==> src/rtl/sopc_pkg.sv <==
// sopc_pkg: shared definitions for the MIPS SOPC run-control logic.
//   rc_state_t   - run-control FSM states
//   STATUS_*     - encodings driven on sopc_run_ctrl.status
//   DEF_PC_W/DEF_LED_W - default core PC and LED display widths
package sopc_pkg;

  typedef enum logic [2:0] {
    RC_RST  = 3'd0,
    RC_RUN  = 3'd1,
    RC_HALT = 3'd2,
    RC_STEP = 3'd3,
    RC_TMO  = 3'd4
  } rc_state_t;

  localparam logic [1:0] STATUS_RESET = 2'd0;
  localparam logic [1:0] STATUS_RUN   = 2'd1;
  localparam logic [1:0] STATUS_HALT  = 2'd2;
  localparam logic [1:0] STATUS_TMO   = 2'd3;

  localparam int DEF_PC_W  = 32;
  localparam int DEF_LED_W = 16;

endpackage

==> src/rtl/sopc_run_ctrl_rst_sync.sv <==
// rst_sync: asynchronous-assert, synchronous-release reset synchroniser.
//   clk        - destination clock
//   rst_n      - raw active-low reset (asynchronous)
//   rst_n_sync - active-low reset, released two clk edges after rst_n rises
module rst_sync (
  input  logic clk,
  input  logic rst_n,
  output logic rst_n_sync
);

  logic meta;

  always_ff @(posedge clk or negedge rst_n) begin
    if (!rst_n) begin
      meta       <= 1'b0;
      rst_n_sync <= 1'b0;
    end else begin
      meta       <= 1'b1;
      rst_n_sync <= meta;
    end
  end

endmodule

==> src/rtl/sopc_run_ctrl.sv <==
// sopc_run_ctrl: run control for the MIPS SOPC core.
// Generates a synchronised, stretched core reset and a core clock enable,
// counts enabled cycles, halts on a PC breakpoint or cycle budget, supports
// single-step / resume from HALT and drives the PC LED display.
//   clk_init/rst_init    - board clock and async active-low reset
//   pc_in/pc_valid       - current core PC and its qualifier
//   brk_en/brk_pc        - breakpoint enable and address
//   run_req/step_req     - resume / single-step pulses (honoured in HALT)
//   cpu_rst/cpu_ce       - core reset (active high) and clock enable
//   led_pc               - pc_in[LED_W+1:2] of last enabled valid PC
//   cycle_cnt            - saturating count of cpu_ce-high cycles
//   halted/status        - HALT/TMO flag and 2-bit state code
module sopc_run_ctrl
  import sopc_pkg::*;
#(
  parameter int PC_W       = DEF_PC_W,
  parameter int LED_W      = DEF_LED_W,
  parameter int RST_HOLD   = 4,
  parameter int CNT_W      = 32,
  parameter int MAX_CYCLES = 50
) (
  input  logic             clk_init,
  input  logic             rst_init,
  input  logic [PC_W-1:0]  pc_in,
  input  logic             pc_valid,
  input  logic             brk_en,
  input  logic [PC_W-1:0]  brk_pc,
  input  logic             run_req,
  input  logic             step_req,
  output logic             cpu_rst,
  output logic             cpu_ce,
  output logic [LED_W-1:0] led_pc,
  output logic [CNT_W-1:0] cycle_cnt,
  output logic             halted,
  output logic [1:0]       status
);

  localparam int              HOLD_W      = (RST_HOLD > 1) ? $clog2(RST_HOLD) : 1;
  localparam logic [HOLD_W-1:0] HOLD_LAST = HOLD_W'(RST_HOLD - 1);
  localparam logic [CNT_W-1:0] BUDGET_LAST = CNT_W'(MAX_CYCLES - 1);

  function automatic logic [CNT_W-1:0] sat_inc(input logic [CNT_W-1:0] v);
    return (&v) ? v : v + CNT_W'(1);
  endfunction

  rc_state_t         state, state_nxt;
  logic              rel;
  logic [HOLD_W-1:0] hold_cnt;
  logic              brk_mask;
  logic              budget_hit;
  logic              brk_hit;

  rst_sync u_rst_sync (
    .clk        (clk_init),
    .rst_n      (rst_init),
    .rst_n_sync (rel)
  );

  assign budget_hit = (MAX_CYCLES != 0) && (cycle_cnt == BUDGET_LAST);
  assign brk_hit    = brk_en && pc_valid && (pc_in == brk_pc);

  assign cpu_rst = (state == RC_RST);
  assign cpu_ce  = (state == RC_RUN) || (state == RC_STEP);
  assign halted  = (state == RC_HALT) || (state == RC_TMO);

  always_comb begin
    status = STATUS_RESET;
    case (state)
      RC_RUN:           status = STATUS_RUN;
      RC_HALT, RC_STEP: status = STATUS_HALT;
      RC_TMO:           status = STATUS_TMO;
      default:          status = STATUS_RESET;
    endcase
  end

  // Budget is tested before the breakpoint so a match on the last budgeted
  // cycle still ends in TMO. brk_mask suppresses the compare on the first
  // RUN cycle after HALT so resuming on the breakpoint PC makes progress.
  always_comb begin
    state_nxt = state;
    case (state)
      RC_RST:  if (rel && hold_cnt == HOLD_LAST) state_nxt = RC_RUN;
      RC_RUN: begin
        if (budget_hit)             state_nxt = RC_TMO;
        else if (brk_hit && !brk_mask) state_nxt = RC_HALT;
      end
      RC_HALT: begin
        if (run_req)       state_nxt = RC_RUN;
        else if (step_req) state_nxt = RC_STEP;
      end
      RC_STEP: state_nxt = budget_hit ? RC_TMO : RC_HALT;
      RC_TMO:  state_nxt = RC_TMO;
      default: state_nxt = RC_RST;
    endcase
  end

  always_ff @(posedge clk_init or negedge rst_init) begin
    if (!rst_init) begin
      state    <= RC_RST;
      hold_cnt <= '0;
      brk_mask <= 1'b0;
    end else begin
      state    <= state_nxt;
      brk_mask <= (state == RC_HALT) && (state_nxt == RC_RUN);
      if (state == RC_RST && rel && hold_cnt != HOLD_LAST)
        hold_cnt <= hold_cnt + HOLD_W'(1);
    end
  end

  always_ff @(posedge clk_init or negedge rst_init) begin
    if (!rst_init) begin
      cycle_cnt <= '0;
      led_pc    <= '0;
    end else if (cpu_ce) begin
      cycle_cnt <= sat_inc(cycle_cnt);
      if (pc_valid) led_pc <= pc_in[LED_W+1:2];
    end
  end

endmodule

==> config.mk <==
export PLATFORM = sky130hd
export DESIGN_NAME = sopc_run_ctrl
export DESIGN_NICKNAME = d
export VERILOG_FILES = /design/src/rtl/sopc_pkg.sv /design/src/rtl/sopc_run_ctrl_rst_sync.sv /design/src/rtl/sopc_run_ctrl.sv
export SDC_FILE = /design/constraint.sdc
export NUM_CORES = 1
export LEC_CHECK = 0
export CORE_MARGIN = 1
export CORE_UTILIZATION = 46
export DETAILED_ROUTE_END_ITERATION = 8
export GPL_ROUTABILITY_DRIVEN = 1
export GPL_TIMING_DRIVEN = 0
export PLACE_DENSITY = 0.9
export SETUP_SLACK_MARGIN = 0.1
export SLEW_MARGIN = 30
export SYNTH_ARGS = -nofsm -noshare
export SYNTH_HDL_FRONTEND = slang
export SYNTH_SLANG_ARGS = --single-unit
==> constraint.sdc <==
create_clock -name clk_init -period 4.5 [get_ports clk_init]
set_input_delay 0.9 -clock clk_init [delete_from_list [all_inputs] [get_ports clk_init]]
set_output_delay 0.9 -clock clk_init [all_outputs]
set_load 0.02 [all_outputs]
==> results by group <==
Outcome
  • Outcome: finished, final reports clean

STA
  • Clock Skew: 0.00944 ns
  • Final worst path period share: 66.6%
  • Hold Vio Cnt, Final: 0
  • Fmax: 0.334 GHz
  • Final hold slack: 0.369 ns
  • Slew Viols, Final: 0
  • Relative slew slack: 51.2%
  • TNS Setup: 0 ns
  • Final WS setup: 1.51 ns
  • Post-layout minimum cycle time: 2.99 ns
  • Unrepaired setup endpoints after global routing: no
  • Worst-margin pin slew: 0.720 ns
  • Final setup vio count: 0

Final layout
  • Area taken by multi-input logic gates: 1470 um2
  • Layout cells sized above 1: 8.35%
  • Non-filler cells, final: 470
  • Nets: 467
  • Ant diodes: 0
  • Synthesis-to-layout area growth: 48.6%
  • FF+latch area: 1400 um2
  • Fin util: 72.2%
  • Final non-filler cell area: 4350 um2
  • Fillers: 437

Synthesis
  • Predominant post-synthesis flop cell: dfrtp_1
  • Warnings from Yosys: 0
  • Asr flop ratio synth: 100%
  • Syn_nets: 337
  • Multiplexer area fraction after synthesis: 6.54%
  • Synth Area in Adders: 1.28%
  • Yosys top cell by area: dfrtp_1
  • Top-area cell type share of the netlist area: 47.9%
  • Post-synthesis xor/xnor area fraction: 19.1%
  • Synth top area cells: dfrtp_1 48%, xnor2_1 15%, mux2_2 6.5%, xor2_1 4.5%, nand4_1 3.6%
  • Post-synthesis simple-gate area fraction: 19.7%
  • Largest family of logic cells by synthesized area: simple AND/OR/NAND/NOR gates
  • Unique masters post-synth: 37
  • #FFs+latches synth: 56
  • Mapped cell area: 2930 um2
  • Seq/Total Area, Yosys: 47.9%
  • Post-synthesis area per instance: 11.1 um2
  • Number of synthesized flops with an enable pin: 0
  • Synth Area in Compound Gates: 3.46%
  • Cells after Synth: 264

Place
  • Gpl congestion: 0.845
  • Worst slack at placement: 1.85 ns
  • Placement Cell Area: 4260 um2
  • PortBufs: 122
  • Placed cell count: 462
  • Placed wire-length estimate: 5.77 mm

Setup path
  • Critical-path top delay cell: clkdlybuf4s50_1
  • Critical path's largest stage delay: 0.69 ns
  • Worst path required time: 3.60 ns
  • Crit path cell chain: clkbuf_1 > nor2b_1 > clkbuf_1 > clkdlybuf4s50_1
  • Max FO, Critical Path: 9
  • Setup Crit Path Kind: flip-flop to output pin
  • Top cell by count, worst path: clkbuf_1
  • CP Capture Type: output pin
  • Crit path arrival time: 2.09 ns
  • Startpoint Class: flip-flop
  • R2R depth: 7

Clock network
  • H-tree depth: 2
  • Clk buf depth: 2
  • Post-cts sizing count: 0
  • Hold-fix buffers at CTS: 0
  • CTS tree: done
  • Setup Buffers After CTS: 0
  • Total CTS buffers: 5
  • Root Driver: clkbuf_8
  • Clock-pin slew on the worst setup and hold paths: 0.09 ns
  • CTS Sinks: 56
  • Clk_lat worst skew: 0.30 ns

Floorplanning
  • Die ar.: 6690 um2
  • Initial Util: 48.6%
  • Top-Level Pins: 123
  • Die Y: 81.8 um
  • Row Count: 28
  • Die Wd: 81.8 um
  • Placeable Area: 6030 um2

Global route
  • Pin count of the biggest net entering global routing: 43
  • Initial antenna violation count: 0
  • Vias in the first global route: 2405
  • First-pass GRT wire length: 11.2 mm
  • Grt total ovfl: 0
  • Global Route Usage Sum: 22.0%

Drt
  • DR vias: 2482
  • 1st-iter DRT viols: 117
  • Final wirelength: 7.29 mm
  • Routed len/inst: 15.5 um
  • Drt pass-1 iters: 4
  • Via-per-instance ratio: 5.28
  • Routed Antenna Nets: 0
  • DRC viols: 0

Job
  • Max-Cap Viols: 0

Min path
  • WHS Path Cells: 0
  • Hold Path Class: flip-flop to flip-flop

Pwr
  • Pwr Density: 401 nW/um2
  • Peak supply drop: 0.438 mV
  • Pleak: 1.75 nW
  • Final Power: 1.75 mW
## Yosys cell counts (all sizes together), types with 4 or more instances
master  instances
inv             6
nor3            7
nand2          11
dfrtp          56
mux2           17
xnor2          49
and3            5
nor4            9
nand4          18
nand3b          5
nor2           16
nand3          10
and4            6
xor2           15
clkbuf          4
a21oi           4
## cell families (layout without fill, tap and decap cells)
kind of cell / Yosys count / in the layout
xor+xnor: 64 / 64
simple gates: 97 / 97
fa+ha+maj: 3 / 3
other cells: 1 / 1
compound gates: 14 / 14
buf+inv: 12 / 143
mux: 17 / 17
flops: 56 / 56
## final timing paths
| kind | start | end | slack [ns] |
|---|---|---|---|
| max | state[0] | cpu_ce | 1.51 |
| min | u_rst_sync.meta | u_rst_sync.rst_n_sync | 0.37 |
| max reg2reg | cycle_cnt[0] | cycle_cnt[19] | 2.08 |
| min reg2reg | u_rst_sync.meta | u_rst_sync.rst_n_sync | 0.37 |
| max in group asynchronous | rst_init | cycle_cnt[18] | 3.59 |
| min in group asynchronous | rst_init | cycle_cnt[11] | 0.43 |
## cells in the final DEF (no fill, tap or decap), types with 6 or more instances in the layout
cell               n
nor3_1             7
nand2_1           11
and4_1             6
dfrtp_1           56
clkbuf_1           6
nor2_1            16
nand4_1           17
xor2_1            15
clkbuf_8           6
mux2_2            17
nor4_1             9
xnor2_1           49
inv_1              6
clkdlybuf4s50_1  121
## critical path: cells and delay by family, from the launching register on
kind | cells | cell delay [ns]
buffers and inverters | 3 | 1.29
flip-flops | 1 | 0.33
AND/OR/NAND/NOR | 1 | 0.17
## area by class of cell
type                            count  share of cell area [%]
Sequential cell                    56                    32.2
Buffer                              6                   0.719
Timing Repair Buffer              123                    28.5
Multi-Input combinational cell    196                    33.9
Inverter                            6                   0.518
Clock buffer                        8                    2.07
Tap cell                           75                    2.16
## routing by layer
layer / track usage (%) / wire [um] / share of wire [%] / up-vias
met1: 24.7 / 2710 / 37 / 1180
li1: - / - / - / 1191
met3: 5.11 / 715 / 9.8 / 8
met4: 4.56 / 58 / 0.80 / 0
met5: 0 / 0 / 0 / -
met2: 42.0 / 3810 / 52 / 103
## state kept, by name (all words and copies together) (netlist names)
signal                 cells
hold_cnt                   2
u_rst_sync.meta            1
brk_mask                   1
state                      3
cycle_cnt                 32
led_pc                    16
u_rst_sync.rst_n_sync      1
## report_power, final
group,switching (mW),internal (mW)
Sequential,0.0954,0.614
Combinational,0.358,0.401
Clock,0.151,0.126
Note: power is estimated with default switching activity, not from simulation.
